### src/rtl/enc_8_to_3_seq_pkg.sv
// Shared constants, state encoding and helpers for the registered 8-to-3 priority encoder.
package enc_8_to_3_seq_pkg;

  localparam int N  = 8;
  localparam int IW = 3;

  typedef enum logic {
    ST_IDLE = 1'b0,
    ST_BUSY = 1'b1
  } state_t;

  function automatic logic [N-1:0] idx_onehot(input logic [IW-1:0] idx);
    idx_onehot = {{(N-1){1'b0}}, 1'b1} << idx;
  endfunction

endpackage

### src/rtl/enc_8_to_3_seq_prio_enc_8.sv
// Combinational 8-input priority encoder: index of the highest set bit plus an any-set flag.
module prio_enc_8
  import enc_8_to_3_seq_pkg::*;
(
  input  logic [N-1:0]  req,
  output logic [IW-1:0] idx,
  output logic          any
);

  // Highest index wins; idx is don't-care (zero) when nothing is set
  always_comb begin
    idx = {IW{1'b0}};
    any = |req;
    casez (req)
      8'b1???????: idx = 3'd7;
      8'b01??????: idx = 3'd6;
      8'b001?????: idx = 3'd5;
      8'b0001????: idx = 3'd4;
      8'b00001???: idx = 3'd3;
      8'b000001??: idx = 3'd2;
      8'b0000001?: idx = 3'd1;
      8'b00000001: idx = 3'd0;
      default:     idx = 3'd0;
    endcase
  end

endmodule

### src/rtl/enc_8_to_3_seq.sv
// Registered 8-to-3 priority encoder with edge/level request capture and valid/ack handshake.
module enc_8_to_3_seq
  import enc_8_to_3_seq_pkg::*;
#(
  parameter int EDGE = 1
) (
  input  logic          clk,
  input  logic          rst_n,
  input  logic [N-1:0]  in,
  input  logic [N-1:0]  mask,
  input  logic          ack,
  output logic [IW-1:0] out,
  output logic          valid,
  output logic [N-1:0]  pending
);

  state_t        state_r;
  state_t        state_nxt_s;
  logic [N-1:0]  in_q_r;
  logic [N-1:0]  pending_r;
  logic [N-1:0]  set_s;
  logic [N-1:0]  clr_s;
  logic [N-1:0]  cand_s;
  logic [IW-1:0] out_r;
  logic [IW-1:0] out_nxt_s;
  logic [IW-1:0] cand_idx_s;
  logic          cand_any_s;
  logic          valid_r;

  assign cand_s = pending_r & ~mask;

  prio_enc_8 u_prio (
    .req (cand_s),
    .idx (cand_idx_s),
    .any (cand_any_s)
  );

  // Request set/clear terms; set is OR-ed in after clear so a collision keeps the bit
  always_comb begin
    set_s = {N{1'b0}};
    clr_s = {N{1'b0}};
    if (EDGE != 0) begin
      set_s = in & ~in_q_r;
    end else begin
      set_s = in;
    end
    if ((state_r == ST_BUSY) && ack) begin
      clr_s = idx_onehot(out_r);
    end else begin
      clr_s = {N{1'b0}};
    end
  end

  // Grant FSM next-state: out only loads on an IDLE->BUSY transition
  always_comb begin
    state_nxt_s = state_r;
    out_nxt_s   = out_r;
    case (state_r)
      ST_IDLE: begin
        if (cand_any_s) begin
          state_nxt_s = ST_BUSY;
          out_nxt_s   = cand_idx_s;
        end else begin
          state_nxt_s = ST_IDLE;
        end
      end
      ST_BUSY: begin
        if (ack) begin
          state_nxt_s = ST_IDLE;
        end else begin
          state_nxt_s = ST_BUSY;
        end
      end
      default: begin
        state_nxt_s = ST_IDLE;
      end
    endcase
  end

  // State, capture and output registers
  always_ff @(posedge clk or negedge rst_n) begin
    if (!rst_n) begin
      state_r   <= ST_IDLE;
      in_q_r    <= {N{1'b0}};
      pending_r <= {N{1'b0}};
      out_r     <= {IW{1'b0}};
      valid_r   <= 1'b0;
    end else begin
      state_r   <= state_nxt_s;
      in_q_r    <= in;
      pending_r <= (pending_r & ~clr_s) | set_s;
      out_r     <= out_nxt_s;
      valid_r   <= (state_nxt_s == ST_BUSY);
    end
  end

  assign out     = out_r;
  assign valid   = valid_r;
  assign pending = pending_r;

endmodule

### config.mk
export PLATFORM = sky130hd
export DESIGN_NAME = enc_8_to_3_seq
export DESIGN_NICKNAME = d
export VERILOG_FILES = /design/src/rtl/enc_8_to_3_seq_pkg.sv /design/src/rtl/enc_8_to_3_seq_prio_enc_8.sv /design/src/rtl/enc_8_to_3_seq.sv
export SDC_FILE = /design/constraint.sdc
export NUM_CORES = 1
export LEC_CHECK = 0
export ABC_CLOCK_PERIOD_IN_PS = 1900
export BUFFER_PORTS_ARGS = -buffer_cell sky130_fd_sc_hd__buf_2
export CORE_MARGIN = 5
export CORE_UTILIZATION = 47
export DETAILED_ROUTE_END_ITERATION = 6
export PLACE_DENSITY = 0.77
export SYNTH_ARGS = -nofsm -noshare
export SYNTH_HDL_FRONTEND = slang
export SYNTH_SLANG_ARGS = --single-unit
export TNS_END_PERCENT = 50
### constraint.sdc
create_clock -name clk -period 1.9 [get_ports clk]
set_input_delay 0.19 -clock clk [delete_from_list [all_inputs] [get_ports clk]]
set_output_delay 0.19 -clock clk [all_outputs]
set_load 0.02 [all_outputs]
==> metrics.cfg <==
[floorplan]
core_area_um2 = 1730
fp-row-count = 15
die-area_um2 = 2740
initial_core_util = 0.489
ioPinCount = 31
die_height_um = 52.4
die_x_um = 52.4

[clocking]
htreeDepth = 1
cts_tree = done
clkSinkCount = 20
clk_latency_ns = 0.30
cts_buffers = 3
clockBufferDepth = 2
cts_setup_buffers = 0
path_clk_slew_ns = 0.11
cts_root_buf = clkbuf_4
cts_resized = 0

[yosys]
avgSynthCellArea_um2 = 11.4
synthCells = 74
yosys-mux-area-fraction = 0.0474
synth-adder-area-share = 0
synth.yosys.seq_area_share = 0.593
syn-num-nets = 93
synthXorXnorAreaFrac = 0
ys_types = 16
synthesis.area_um2 = 845
synth_seq_cells = 20
yosys_warnings = 0
synth_compound_area_frac = 0.160
synth_simple_gate_area_share = 0.156
synth_top_family_by_area = compound AO/OA/AOI/OAI gates

[worst_hold_path]
min_path_type = input port to register
hold_path_depth = 3

[layout]
drive_gt1_frac = 0.342
diodes = 0
fill_cells = 146
final_common_cell = buf_2
areaGrowthSynthToFinish_pct = 38.4
final_cell_mix = buf_2, dfrtp_1, o21ai_0
nets = 137
fin_cells = 142

[global_routing]
grt_max_degree = 21
grt_overflow = 0
grt_use_total = 0.156
antenna_found_initial = 0
grt_pass1_vias = 712
grt_first_pass_wirelength_mm = 3.11

[critical_path]
crit_cells = 4
critPathArrivalTime_ns = 1.71
cpMaxStageDelayCell = dfrtp_1
cp_cell_sequence = nor2b_1 > nor4_4 > a31oi_2 > mux2_4
cp-start-kind = register
slowest_delay_ns = 0.42
path_max_fanout = 3
cp.required_ns = 2.09
endpoint_kind = register
critPathTopFamily = simple AND/OR/NAND/NOR gates
critPathKind = register to register
ff2ff_path_depth = 4
crit_buf_inv = 0

[route]
num_vias = 666
dr.max_layer_used = met4
wl_met3_um = 101
drt-initial-drc-count = 10
wl_met1_um = 697
drc = 0
avgViaCountPerCell = 4.69
ant_nets = 0
wl_mm = 1.71
wire_per_inst_um = 12.0
firstDrtPassIters = 4
wl_met2_um = 888

[power_and_ir_drop]
power.density_nw_per_um2 = 1090
cellLeakagePower_nw = 0.543
peakVddDrop_uv = 809

[sta]
fmaxAchievable_mhz = 660
timing.final.max_slew_violations = 0
period_needed_ns = 1.51
hold_viol_final = 0
maxSlewHeadroom = 0.711
setup_viol_count_final = 0
rsz0062_at_grt = no
skew_ns = 0.00579
period_share = 0.797
fin_tns_setup_ns = 0
worstMarginPinSlew_ns = 0.434

[place]
gp_congestion = 0.841
dp.cells = 129
place_hpwl_mm = 1.35
portBuffers = 30

[flow_run]
drv_cap = 0

[run_status]
outcome = complete, no violations

cell families (layout without fill, tap and decap cells):
family | Yosys count | in the layout
AND/OR/NAND/NOR | 18 | 18
AO/OA/AOI/OAI | 23 | 23
multiplexers | 3 | 3
buffers and inverters | 10 | 53
flip-flops | 20 | 20
power breakdown:
| group | internal, mW | leakage (nW) | switching [mW] | total (mW) |
|---|---|---|---|---|
| Clock | 0.213 | 0.0279 | 0.129 | 0.342 |
| Sequential | 0.493 | 0.210 | 0.0645 | 0.558 |
| Combinational | 0.167 | 0.304 | 0.212 | 0.379 |
| Total | 0.874 | 0.543 | 0.405 | 1.28 |
metal layers:
metal / global-route usage / vias to the layer above
met1: 0.179 / 310
met5: 0 / -
li1: - / 338
met4: 0.0766 / 0
met2: 0.267 / 16
met3: 0.0370 / 2
area by class of cell:
cell class	count	area [um^2]	area share
inverters	10	37.5	0.0321
multi-input cells	44	307	0.262
repair buffers	39	240	0.206
clock inverters	1	30.0	0.0257
flip-flops and latches	20	500	0.428
well taps	25	31.3	0.0268
clock buffers	3	22.5	0.0193
cell usage after synthesis (all sizes together):
cell | count | area share
dfrtp | 20 | 0.59
o21ai | 14 | 0.083
inv | 10 | 0.044
nor2b | 7 | 0.070
nand2b | 4 | 0.030
o31ai | 4 | 0.036
a21oi | 3 | 0.018
nand3 | 3 | 0.018
mux2 | 2 | 0.036
nand2 | 2 | 0.0089
a31oi | 1 | 0.015
mux2i | 1 | 0.012
nor2 | 1 | 0.0044
nor4 | 1 | 0.025
o21a | 1 | 0.0089
state kept, by name, summed over array words and instances (netlist names):
name,cells
in_q_r,8
out,3
valid,1
pending,8
repair_timing:
action / CTS / global route
hold buffers: 9 / 0
endpoints found under the hold margin: 28 / 0
setup endpoints to repair: 0 / 0
per-stage QoR:
stage	hold WS (ns)	instance area, um^2	util	power [mW]	setup slack [ns]
floorplan	-0.106	845	-	0.799	0.368
global placement	0.155	1030	0.594	0.928	0.458
detailed placement	0.162	1030	0.594	0.937	0.402
CTS	0.159	1170	0.677	1.30	0.372
global route	0.166	1170	0.677	1.37	0.264
finish	0.170	1170	0.677	1.28	0.386
worst paths after layout:
kind | from | endpoint | slack, ns
worst max-delay path | pending[4] | out[1] | 0.39
worst min-delay path | ack | valid | 0.17
worst max register to register | pending[4] | out[1] | 0.39
worst min register to register | in_q_r[0] | pending[0] | 0.42
max in group asynchronous | rst_n | in_q_r[1] | 1.25
min in group asynchronous | rst_n | out[0] | 0.34
tightest hold or removal path: stages:
cell,delay [ns]
buf_2,0.10
nand2_1,0.05
o21a_1,0.10
No activity file was read; power rests on OpenSTA's default activity.
